File: src/rtl/reg_file_sb.sv
// Register file with two combinational read ports, one write port and a per-register
// busy scoreboard for RAW/WAW hazard detection. Optional forwarding: REGFILE_BYPASS_EN.
module reg_file_sb #(
    parameter int DATA_WIDTH = 16,
    parameter int ADDR_WIDTH = 3
) (
    input  logic                  clk,
    input  logic                  rst_n,
    input  logic [ADDR_WIDTH-1:0] rd_addr_a,
    output logic [DATA_WIDTH-1:0] rd_data_a,
    output logic                  busy_a,
    input  logic [ADDR_WIDTH-1:0] rd_addr_b,
    output logic [DATA_WIDTH-1:0] rd_data_b,
    output logic                  busy_b,
    input  logic                  we,
    input  logic [ADDR_WIDTH-1:0] wr_addr,
    input  logic [DATA_WIDTH-1:0] wr_data,
    input  logic                  issue,
    input  logic [ADDR_WIDTH-1:0] issue_dst,
    output logic                  stall
);

    localparam int NREGS = 2 ** ADDR_WIDTH;

    logic [DATA_WIDTH-1:0] regs_q [NREGS];
    logic [DATA_WIDTH-1:0] regs_d [NREGS];
    logic [NREGS-1:0]      busy_q;
    logic [NREGS-1:0]      busy_d;
    logic                  wr_valid;

    assign wr_valid = we && (wr_addr != '0);

    // WAW guard: a pending destination blocks issue unless it retires this same cycle
    assign stall = issue && busy_q[issue_dst] && !(we && (wr_addr == issue_dst));

    always_comb begin
        regs_d = regs_q;
        busy_d = busy_q;
        if (wr_valid) begin
            regs_d[wr_addr] = wr_data;
        end
        if (we) begin
            busy_d[wr_addr] = 1'b0;
        end
        // Issue is applied after writeback so it wins on a shared register
        if (issue && (issue_dst != '0) && !stall) begin
            busy_d[issue_dst] = 1'b1;
        end
    end

    always_ff @(posedge clk or negedge rst_n) begin
        if (!rst_n) begin
            for (int unsigned i = 0; i < NREGS; i++) begin
                regs_q[i] <= '0;
            end
            busy_q <= '0;
        end else begin
            for (int unsigned i = 0; i < NREGS; i++) begin
                regs_q[i] <= regs_d[i];
            end
            busy_q <= busy_d;
        end
    end

`ifdef REGFILE_BYPASS_EN
    always_comb begin
        rd_data_a = regs_q[rd_addr_a];
        busy_a    = busy_q[rd_addr_a];
        rd_data_b = regs_q[rd_addr_b];
        busy_b    = busy_q[rd_addr_b];
        if (wr_valid && (wr_addr == rd_addr_a)) begin
            rd_data_a = wr_data;
            busy_a    = 1'b0;
        end
        if (wr_valid && (wr_addr == rd_addr_b)) begin
            rd_data_b = wr_data;
            busy_b    = 1'b0;
        end
    end
`else
    always_comb begin
        rd_data_a = regs_q[rd_addr_a];
        busy_a    = busy_q[rd_addr_a];
        rd_data_b = regs_q[rd_addr_b];
        busy_b    = busy_q[rd_addr_b];
    end
`endif

endmodule
File: config.mk
export PLATFORM = sky130hd
export DESIGN_NAME = reg_file_sb
export DESIGN_NICKNAME = d
export VERILOG_FILES = /design/src/rtl/reg_file_sb.sv
export SDC_FILE = /design/constraint.sdc
export NUM_CORES = 1
export LEC_CHECK = 0
export CORE_ASPECT_RATIO = 0.75
export CORE_MARGIN = 4
export CORE_UTILIZATION = 38
export DETAILED_ROUTE_END_ITERATION = 8
export GPL_TIMING_DRIVEN = 0
export PLACE_DENSITY = 0.6
export SKIP_CTS_REPAIR_TIMING = 1
export SYNTH_ARGS = -nofsm -noshare
export SYNTH_HDL_FRONTEND = slang
export SYNTH_SLANG_ARGS = --single-unit
export TNS_END_PERCENT = 1
File: constraint.sdc
create_clock -name clk -period 1.65 [get_ports clk]
set_input_delay 0.33 -clock clk [delete_from_list [all_inputs] [get_ports clk]]
set_output_delay 0.33 -clock clk [all_outputs]
set_load 0.05 [all_outputs]
==> results of run 1 <==
-- routing by layer --
layer	vias up	GRT usage (%)	share of wire, %
li1	1884	-	-
met1	2397	26.35	48
met2	122	26.97	45
met3	10	5.489	6.4
met4	0	2.911	0.61
met5	-	0	0
-- through the flow --
stage                     setup WS (ns)  TNS [ns]  utilization (%)  hold WS, ns  cells
after floorplan                -0.09862    -3.318                -      0.03441    449
after global placement           -5.136   -744.33            43.17       0.4516    756
after detailed placement         -1.166    -49.39            43.32       0.3641    757
after CTS                        -1.190    -40.13            45.92     -0.07288    785
after global routing            -0.5996    -18.12            45.31       0.3367    788
final                           -0.5226    -16.11            45.31       0.3124    788
-- synthesized netlist by cell type --
cell type / count
a21boi_0: 1
a21o_1: 1
a21oi_1: 2
a22o_1: 4
a22oi_1: 1
a31o_2: 1
a32o_1: 1
a32oi_1: 1
and2_1: 3
and3_1: 2
buf_1: 1
buf_2: 10
buf_4: 3
buf_6: 11
clkbuf_1: 27
dfrtp_1: 136
inv_1: 3
mux2_1: 17
mux2_2: 132
mux4_1: 68
mux4_2: 1
nand2_1: 2
nand2b_1: 2
nand3_2: 3
nand4_1: 1
nand4_2: 1
nor2_1: 3
nor2b_1: 3
nor2b_2: 1
nor2b_4: 2
o21ai_0: 2
xnor2_1: 3
-- path summary, 6_finish.rpt --
kind	endpoint	slack, ns	cells after the start
min in group asynchronous	busy_q[0]	0.50	2
setup reg to reg	busy_q[3]	0.35	4
setup / recovery	busy_a	-0.52	4
max in group asynchronous	regs_q[86]	0.37	3
hold / removal	busy_q[0]	0.31	3
hold reg to reg	regs_q[116]	0.47	1
-- registers in the layout, indices dropped and copies added, names as in the netlist --
name,flops
busy_q,8
regs_q,128
-- power breakdown --
group          total [mW]  leakage [nW]  switching, mW  internal [mW]
Combinational        3.41          1.87           1.70           1.71
Clock                3.31         0.248           1.32           2.00
Sequential           4.46          1.67          0.466           4.00
Total                11.2          3.78           3.48           7.70
-- area by class of cell --
cell class / count / area (µm²)
Fill cell: 1731 / 10600
Multi-Input combinational cell: 258 / 3692
Sequential cell: 136 / 3405
Clock buffer: 24 / 481.7
Timing Repair Buffer: 58 / 444.2
Buffer: 52 / 406.6
Tap cell: 253 / 316.6
Clock inverter: 4 / 22.52
Inverter: 3 / 11.26
-- tightest hold or removal path, stage by stage --
cell	delay, ns
buf_4	0.15
nor2_1	0.10
a21boi_0	0.09
-- cells by family after synthesis --
kind of cell / after synthesis / synth area share, %
multiplexers: 218 / 46.49
XOR/XNOR: 3 / 0.3504
AND/OR/NAND/NOR: 23 / 2.219
AO/OA/AOI/OAI: 14 / 1.401
flip-flops: 136 / 45.37
buffers and inverters: 55 / 4.170
==> impl_metrics.json, run 1 <==
{
  "status": "finished, violations left",
  "violations": "negative setup slack",
  "slew_violations": 0,
  "wirelength_um": 18930,
  "dr_total_vias": 4413,
  "final_common_cell": "dfrtp_1",
  "finClkSkew_ns": 0.003742,
  "cts.sinks": 136,
  "path_class": "register to output port",
  "synth_cell_type_count": 32,
  "yosys.area.top_type_share_pct": 45.37,
  "drc": 0,
  "crit_family": "multiplexers",
  "wl_per_cell_um": 24.02,
  "netlist_area_um2": 7501,
  "irDropWorstVdd_uv": 669.2,
  "gp_congestion": 0.7790,
  "maxCapViolations": 0,
  "finalCriticalPeriod_ns": 2.173,
  "hpwl_um": 12830,
  "cts_max_level": 4,
  "yosys_warnings": 0,
  "viasPerCell": 5.600,
  "hold_class": "input pin to register",
  "synth_nets": 481,
  "slew_headroom_pct": 58.46,
  "syn_avg_cell_area_um2": 16.71,
  "synth_top_area_cell": "dfrtp_1",
  "initial_core_util_pct": 38.71,
  "drtAntennaViolNets": 0,
  "ys_seq_area_share_pct": 45.37,
  "grt_pass1_wl_um": 29060,
  "startpoint_type": "register",
  "post_dp_cell_area_um2": 8394,
  "rsz0062_at_grt": "true",
  "crit_path_end_kind": "output port",
  "required_ns": 1.32,
  "startpoint": "busy_q[5]",
  "drive_gt1_share_pct": 56.45,
  "grt_antenna_before_repair": 0,
  "track_usage_pct": 17.95,
  "crit_chain": "buf_4 > mux4_2 > mux2_4 > buf_6",
  "leakagePower_nw": 3.781,
  "numPortBuffers": 54,
  "die_y_um": 129.7,
  "grt_start_max_net_pins": 75,
  "finalPower_mw": 11.18,
  "cts_root_buf": "clkbuf_16",
  "drt-initial-drc-count": 331,
  "layout_common_cells": "135 x dfrtp_1, 98 x mux2_2, 61 x mux4_2",
  "timing.final.crit_share_pct": 131.7,
  "hold_violations": 0,
  "cp.buffers_inverters": 2,
  "clk_transition_reported_paths_ns": 0.05,
  "r2r_start": "busy_q[3]",
  "ios": 67,
  "fmax_mhz": 460.3,
  "power.density_nw_per_um2": 1274,
  "fin_area_um2": 8780,
  "num_rows": 44,
  "fp.coreArea_um2": 19380,
  "final.setup.worst_slack_ns": -0.5226,
  "crit_fanout": 4,
  "critPathMaxStageDelay_ns": 0.44,
  "dieArea_um2": 22070,
  "worstHoldStart": "wr_addr[2]",
  "cts_buffer_depth": 2,
  "grt_pass1_vias": 4764,
  "cts_made_buffers": 17,
  "syn2layout_area_growth_pct": 17.05,
  "clock_latency_ns": 0.41,
  "yosys-top-cells-area": "dfrtp_1 45%, mux4_1 24%, mux2_2 20%",
  "crit_arrival_ns": 1.84,
  "cts_tree": "built",
  "worst_pin_slew_ns": 0.6232,
  "firstDrtPassIters": 4,
  "synth_seq_cells": 136,
  "crit_slowest_cell": "mux4_2",
  "syn_inst": 449,
  "nNetsFinal": 558,
  "diodes": 0,
  "die_x_um": 170.2,
  "gr-total-overflow": 0,
  "setup_viol": 35
}
No activity file was read; power rests on OpenSTA's default activity.
==> run 2, diff against run 1 <==
Settings changed: CORE_MARGIN 4 to default, HOLD_SLACK_MARGIN from default to 0.12, SLEW_MARGIN from default to 15.
==> run 2 against run 1 <==
  * The run still ends with negative setup slack left
  * Sequential power is essentially flat
  * Combinational power shrank 1%
  * Power up 7.0%
  * Global-route usage increased by 2.2 points
  * Non-clock buffer count unchanged
  * Count of clock-buffer cells in the layout down 3
  * Die area down 8.0%
  * Critical path depth fell by 1
  * Utilization grew 0.78 points
  * Critical path type unchanged
  * Largest cell class unchanged
  * Highest routed layer unchanged
==> impl_metrics.json, run 2 (synthesis gave the netlist of run 1 again) <==
{
  "grt_start_max_net_pins": 106,
  "slew_violations": 0,
  "die_x_um": 164.2,
  "diodes": 0,
  "rsz0062_at_grt": "true",
  "ios": 67,
  "maxCapViolations": 0,
  "drive_gt1_share_pct": 57.33,
  "r2r_start": "busy_q[3]",
  "tns_ns": -16.40,
  "finClkSkew_ns": 0.002507,
  "num_rows": 44,
  "violations": "negative setup slack",
  "worst_pin_slew_ns": 0.5381,
  "fmax_mhz": 456.7,
  "viasPerCell": 5.554,
  "crit_slowest_cell": "mux4_1",
  "required_ns": 1.32,
  "crit_arrival_ns": 1.86,
  "die_y_um": 123.7,
  "numPortBuffers": 54,
  "irDropWorstVdd_uv": 652.6,
  "hold_end": "busy_q[0]",
  "clk_transition_reported_paths_ns": 0.06,
  "cts_root_buf": "clkbuf_16",
  "leakagePower_nw": 3.845,
  "layout_common_cells": "135 x dfrtp_1, 98 x mux2_2, 61 x mux4_2",
  "firstDrtPassIters": 5,
  "drt-initial-drc-count": 305,
  "largest_reg_flops": 128,
  "final_common_cell": "dfrtp_1",
  "hold_class": "input pin to register",
  "top_register": "regs_q",
  "setup_viol": 35,
  "drtAntennaViolNets": 0,
  "rr_endpoint": "busy_q[3]",
  "worstHoldStart": "wr_addr[2]",
  "initial_core_util_pct": 38.82,
  "r2r_cells": 4,
  "dieArea_um2": 20310,
  "fp.coreArea_um2": 19320,
  "whs_ns": 0.3023,
  "crit_chain": "mux4_1 > mux2_4 > buf_2",
  "status": "finished, violations left",
  "whs_path_depth": 3,
  "cts_buffer_depth": 2,
  "startpoint_type": "register",
  "cts_made_buffers": 17,
  "hold_violations": 0,
  "drc": 0,
  "power.density_nw_per_um2": 1343,
  "grt_pass1_vias": 4690,
  "crit_fanout": 5,
  "dr_total_vias": 4399,
  "track_usage_pct": 20.18,
  "cts_tree": "built",
  "finalCriticalPeriod_ns": 2.190,
  "startpoint": "busy_q[2]",
  "syn2layout_area_growth_pct": 18.73,
  "gr-total-overflow": 0,
  "wl_per_cell_um": 23.80,
  "final.setup.worst_slack_ns": -0.5396,
  "hpwl_um": 12390,
  "cts_max_level": 4,
  "finalPower_mw": 11.96,
  "nNetsFinal": 558,
  "path_class": "register to output port",
  "clock_latency_ns": 0.42,
  "fin_util_pct": 46.09,
  "place_ws_ns": -1.146,
  "grt_antenna_before_repair": 0,
  "grt_pass1_wl_um": 28950,
  "wirelength_um": 18850,
  "rrSetupSlack_ns": 0.34,
  "cts.sinks": 136,
  "largestRegisters": "regs_q: 128 flops, busy_q: 8 flops",
  "slew_headroom_pct": 64.12,
  "timing.final.crit_share_pct": 132.7,
  "critPathMaxStageDelay_ns": 0.51,
  "gp_congestion": 0.7831,
  "crit_path_end_kind": "output port"
}
[run 2: cell count changes in the layout (fill, tap and decap cells not counted), sizes merged]
| cell | delta |
|---|---|
| clkinv | +2 |
| clkbuf | -3 |
| inv | +1 |
| bufinv | +4 |
[run 2: worst max-delay path by stage]
stage / to / slack (ns) / cells after the start
after floorplan: rd_data_a[10] / -0.1 / 4
after global placement: regs_q[68] / -5.13 / 1
after detailed placement: rd_data_a[5] / -1.15 / 5
after CTS: rd_data_a[5] / -1.15 / 5
after global routing: stall / -0.60 / 5
final: busy_a / -0.54 / 3
[run 2: area by class of cell]
| cell class | count | area [µm²] |
|---|---|---|
| well taps | 253 | 316.6 |
| inverters | 3 | 11.26 |
| fillers | 1673 | 10420 |
| flip-flops and latches | 136 | 3405 |
| clock buffers | 21 | 470.5 |
| plain buffers | 52 | 406.6 |
| multi-input cells | 258 | 3692 |
| repair buffers | 58 | 435.4 |
| clock inverters | 11 | 168.9 |
[run 2: critical path, delay by kind of cell, from the launching register on]
kind | cells | cell delay (ns)
flip-flops | 1 | 0.44
buffers and inverters | 1 | 0.21
multiplexers | 2 | 0.79
[run 2: metrics by stage]
stage          instances  area (µm²)
5_1_grt              792        8906
3_5_place_dp         757        8398
3_3_place_gp         756        8366
6_report             792        8906
2_1_floorplan        449        7508
4_1_cts              789        9037
[run 2: report_power, final]
| part | internal (mW) | total [mW] | switching [mW] | leakage, nW |
|---|---|---|---|---|
| combinational | 1.69 | 3.37 | 1.68 | 1.87 |
| clock | 2.65 | 4.12 | 1.47 | 0.313 |
| sequential | 4.00 | 4.47 | 0.475 | 1.67 |
[run 2: per-layer routing]
| layer | track usage [%] | vias to the layer above | share of wire (%) |
|---|---|---|---|
| met5 | 0 | - | 0 |
| met3 | 4.462 | 16 | 4.8 |
| met1 | 28.39 | 2375 | 47 |
| met4 | 4.745 | 0 | 1.3 |
| li1 | - | 1880 | - |
| met2 | 31.88 | 128 | 47 |
==> run 3, diff against run 2 <==
Settings changed: GPL_TIMING_DRIVEN 0 to default, HOLD_SLACK_MARGIN 0.12 to 0.08, SLEW_MARGIN 15 to default.
==> run 3 against run 2 <==
  * The run ends with design-rule violations, negative setup slack left
  * Sequential cell count is the same
  * Maximum frequency grew 0.82%
  * Final area grew 7.6%
  * Sequential share of layout area shrank 2.7 points
  * First-iteration DRC count shrank 24%
  * Count of clock-buffer cells in the layout shrank 1
  * Wire length shrank 7.4%
  * Final cell count grew 0.51%
  * Power grew 4.5%
  * Critical path type unchanged
  * Critical endpoint unchanged
  * Largest power group unchanged
  * Highest routed layer unchanged
==> impl_metrics.json, run 3 (synthesis gave the netlist of run 1 again) <==
{
  "fp.coreArea_um2": 19320,
  "final.setup.worst_slack_ns": -0.5218,
  "drive_gt1_share_pct": 60.22,
  "hpwl_um": 11360,
  "largest_reg_flops": 128,
  "numPortBuffers": 66,
  "r2r_start": "busy_q[7]",
  "maxCapViolations": 0,
  "hold_violations": 0,
  "required_ns": 1.32,
  "leakagePower_nw": 4.075,
  "slew_violations": 0,
  "wl_per_cell_um": 21.91,
  "dr_wl_met3_um": 765,
  "crit_path_end_kind": "output port",
  "whs_ns": 0.3823,
  "grt_start_max_net_pins": 34,
  "fmax_mhz": 460.4,
  "timing.final.crit_share_pct": 131.6,
  "r2r_cells": 5,
  "layout_common_cells": "136 x dfrtp_1, 98 x mux2_2, 67 x mux4_2",
  "wl_met1_um": 8143,
  "syn2layout_area_growth_pct": 27.74,
  "power.density_nw_per_um2": 1305,
  "hold_class": "input pin to async pin",
  "rrSetupSlack_ns": 0.29,
  "viasPerCell": 5.415,
  "rr_endpoint": "busy_q[7]",
  "final_common_cell": "dfrtp_1",
  "status": "finished, violations left",
  "track_usage_pct": 18.90,
  "nNetsFinal": 562,
  "cts.sinks": 136,
  "fin_util_pct": 49.59,
  "gp_congestion": 0.8618,
  "drc": 1,
  "startpoint": "busy_q[7]",
  "firstDrtPassIters": 8,
  "grt_pass1_vias": 4728,
  "num_rows": 44,
  "cts_buffer_depth": 2,
  "finClkSkew_ns": 0.0004398,
  "crit_fanout": 3,
  "irDropWorstVdd_uv": 777.7,
  "cts_tree": "built",
  "rsz0062_at_grt": "true",
  "fin_cells": 796,
  "slew_headroom_pct": 75.14,
  "placedCellCount": 763,
  "worst_pin_slew_ns": 0.3730,
  "diodes": 0,
  "drt-initial-drc-count": 232,
  "grt_pass1_wl_um": 27850,
  "clock_latency_ns": 0.41,
  "path_class": "register to output port",
  "gr-total-overflow": 0,
  "cts_max_level": 4,
  "dr_total_vias": 4310,
  "wl_met2_um": 8381,
  "crit_arrival_ns": 1.84,
  "n_fill_cell": 1585,
  "place_ws_ns": -0.6232,
  "ios": 67,
  "die_x_um": 164.2,
  "largestRegisters": "regs_q: 128 flops, busy_q: 8 flops",
  "startpoint_type": "register",
  "initial_core_util_pct": 38.82,
  "setup_viol": 35,
  "finalCriticalPeriod_ns": 2.172,
  "top_register": "regs_q",
  "grt_antenna_before_repair": 0,
  "clk_transition_reported_paths_ns": 0.06,
  "cts_made_buffers": 17,
  "violations": "design-rule violations, negative setup slack",
  "cts_root_buf": "clkbuf_16",
  "dieArea_um2": 20310,
  "wirelength_um": 17440,
  "die_y_um": 123.7,
  "drtAntennaViolNets": 0,
  "highest_layer": "met4"
}
run 3: how the worst max path moves through the flow:
| stage | endpoint | slack [ns] |
|---|---|---|
| 6_report | busy_a | -0.52 |
| 5_1_grt | stall | -0.57 |
| 4_1_cts | stall | -0.63 |
| 3_5_place_dp | stall | -0.62 |
| 3_3_place_gp | stall | -0.61 |
| 2_1_floorplan | rd_data_a[10] | -0.1 |
run 3: power breakdown:
group | internal, mW | switching (mW) | leakage (nW)
Combinational | 2.50 | 1.83 | 2.13
Clock | 2.29 | 1.43 | 0.274
Sequential | 4.00 | 0.465 | 1.67
run 3: metrics by stage:
| step | power [mW] | setup TNS, ns | area, µm² |
|---|---|---|---|
| after global routing | 13.08 | -16.37 | 9582 |
| final | 12.51 | -14.45 | 9582 |
| after detailed placement | 8.834 | -42.69 | 8990 |
| after global placement | 8.703 | -40.39 | 8990 |
| after floorplan | 7.049 | -3.318 | 7508 |
| after CTS | 12.62 | -15.52 | 9573 |
run 3: area by class of cell:
type,instances,area (µm²),share of cell area (%)
Tap cell,253,316.6,3.304
Clock inverter,12,126.4,1.319
Clock buffer,20,456.7,4.766
Inverter,3,11.26,0.1175
Multi-Input combinational cell,258,3675,38.35
Timing Repair Buffer,114,1593,16.62
Sequential cell,136,3403,35.52
run 3: routing by layer:
layer	GRT usage (%)	vias up
met5	0	-
met1	26.79	2302
met4	4.977	0
met3	3.463	13
met2	29.98	100
li1	-	1895
run 3: critical path, stage by stage (launching register included):
cell and delay, ns:
dfrtp_1 0.41, buf_6 0.13, mux4_2 0.46, mux2_4 0.28, buf_12 0.15
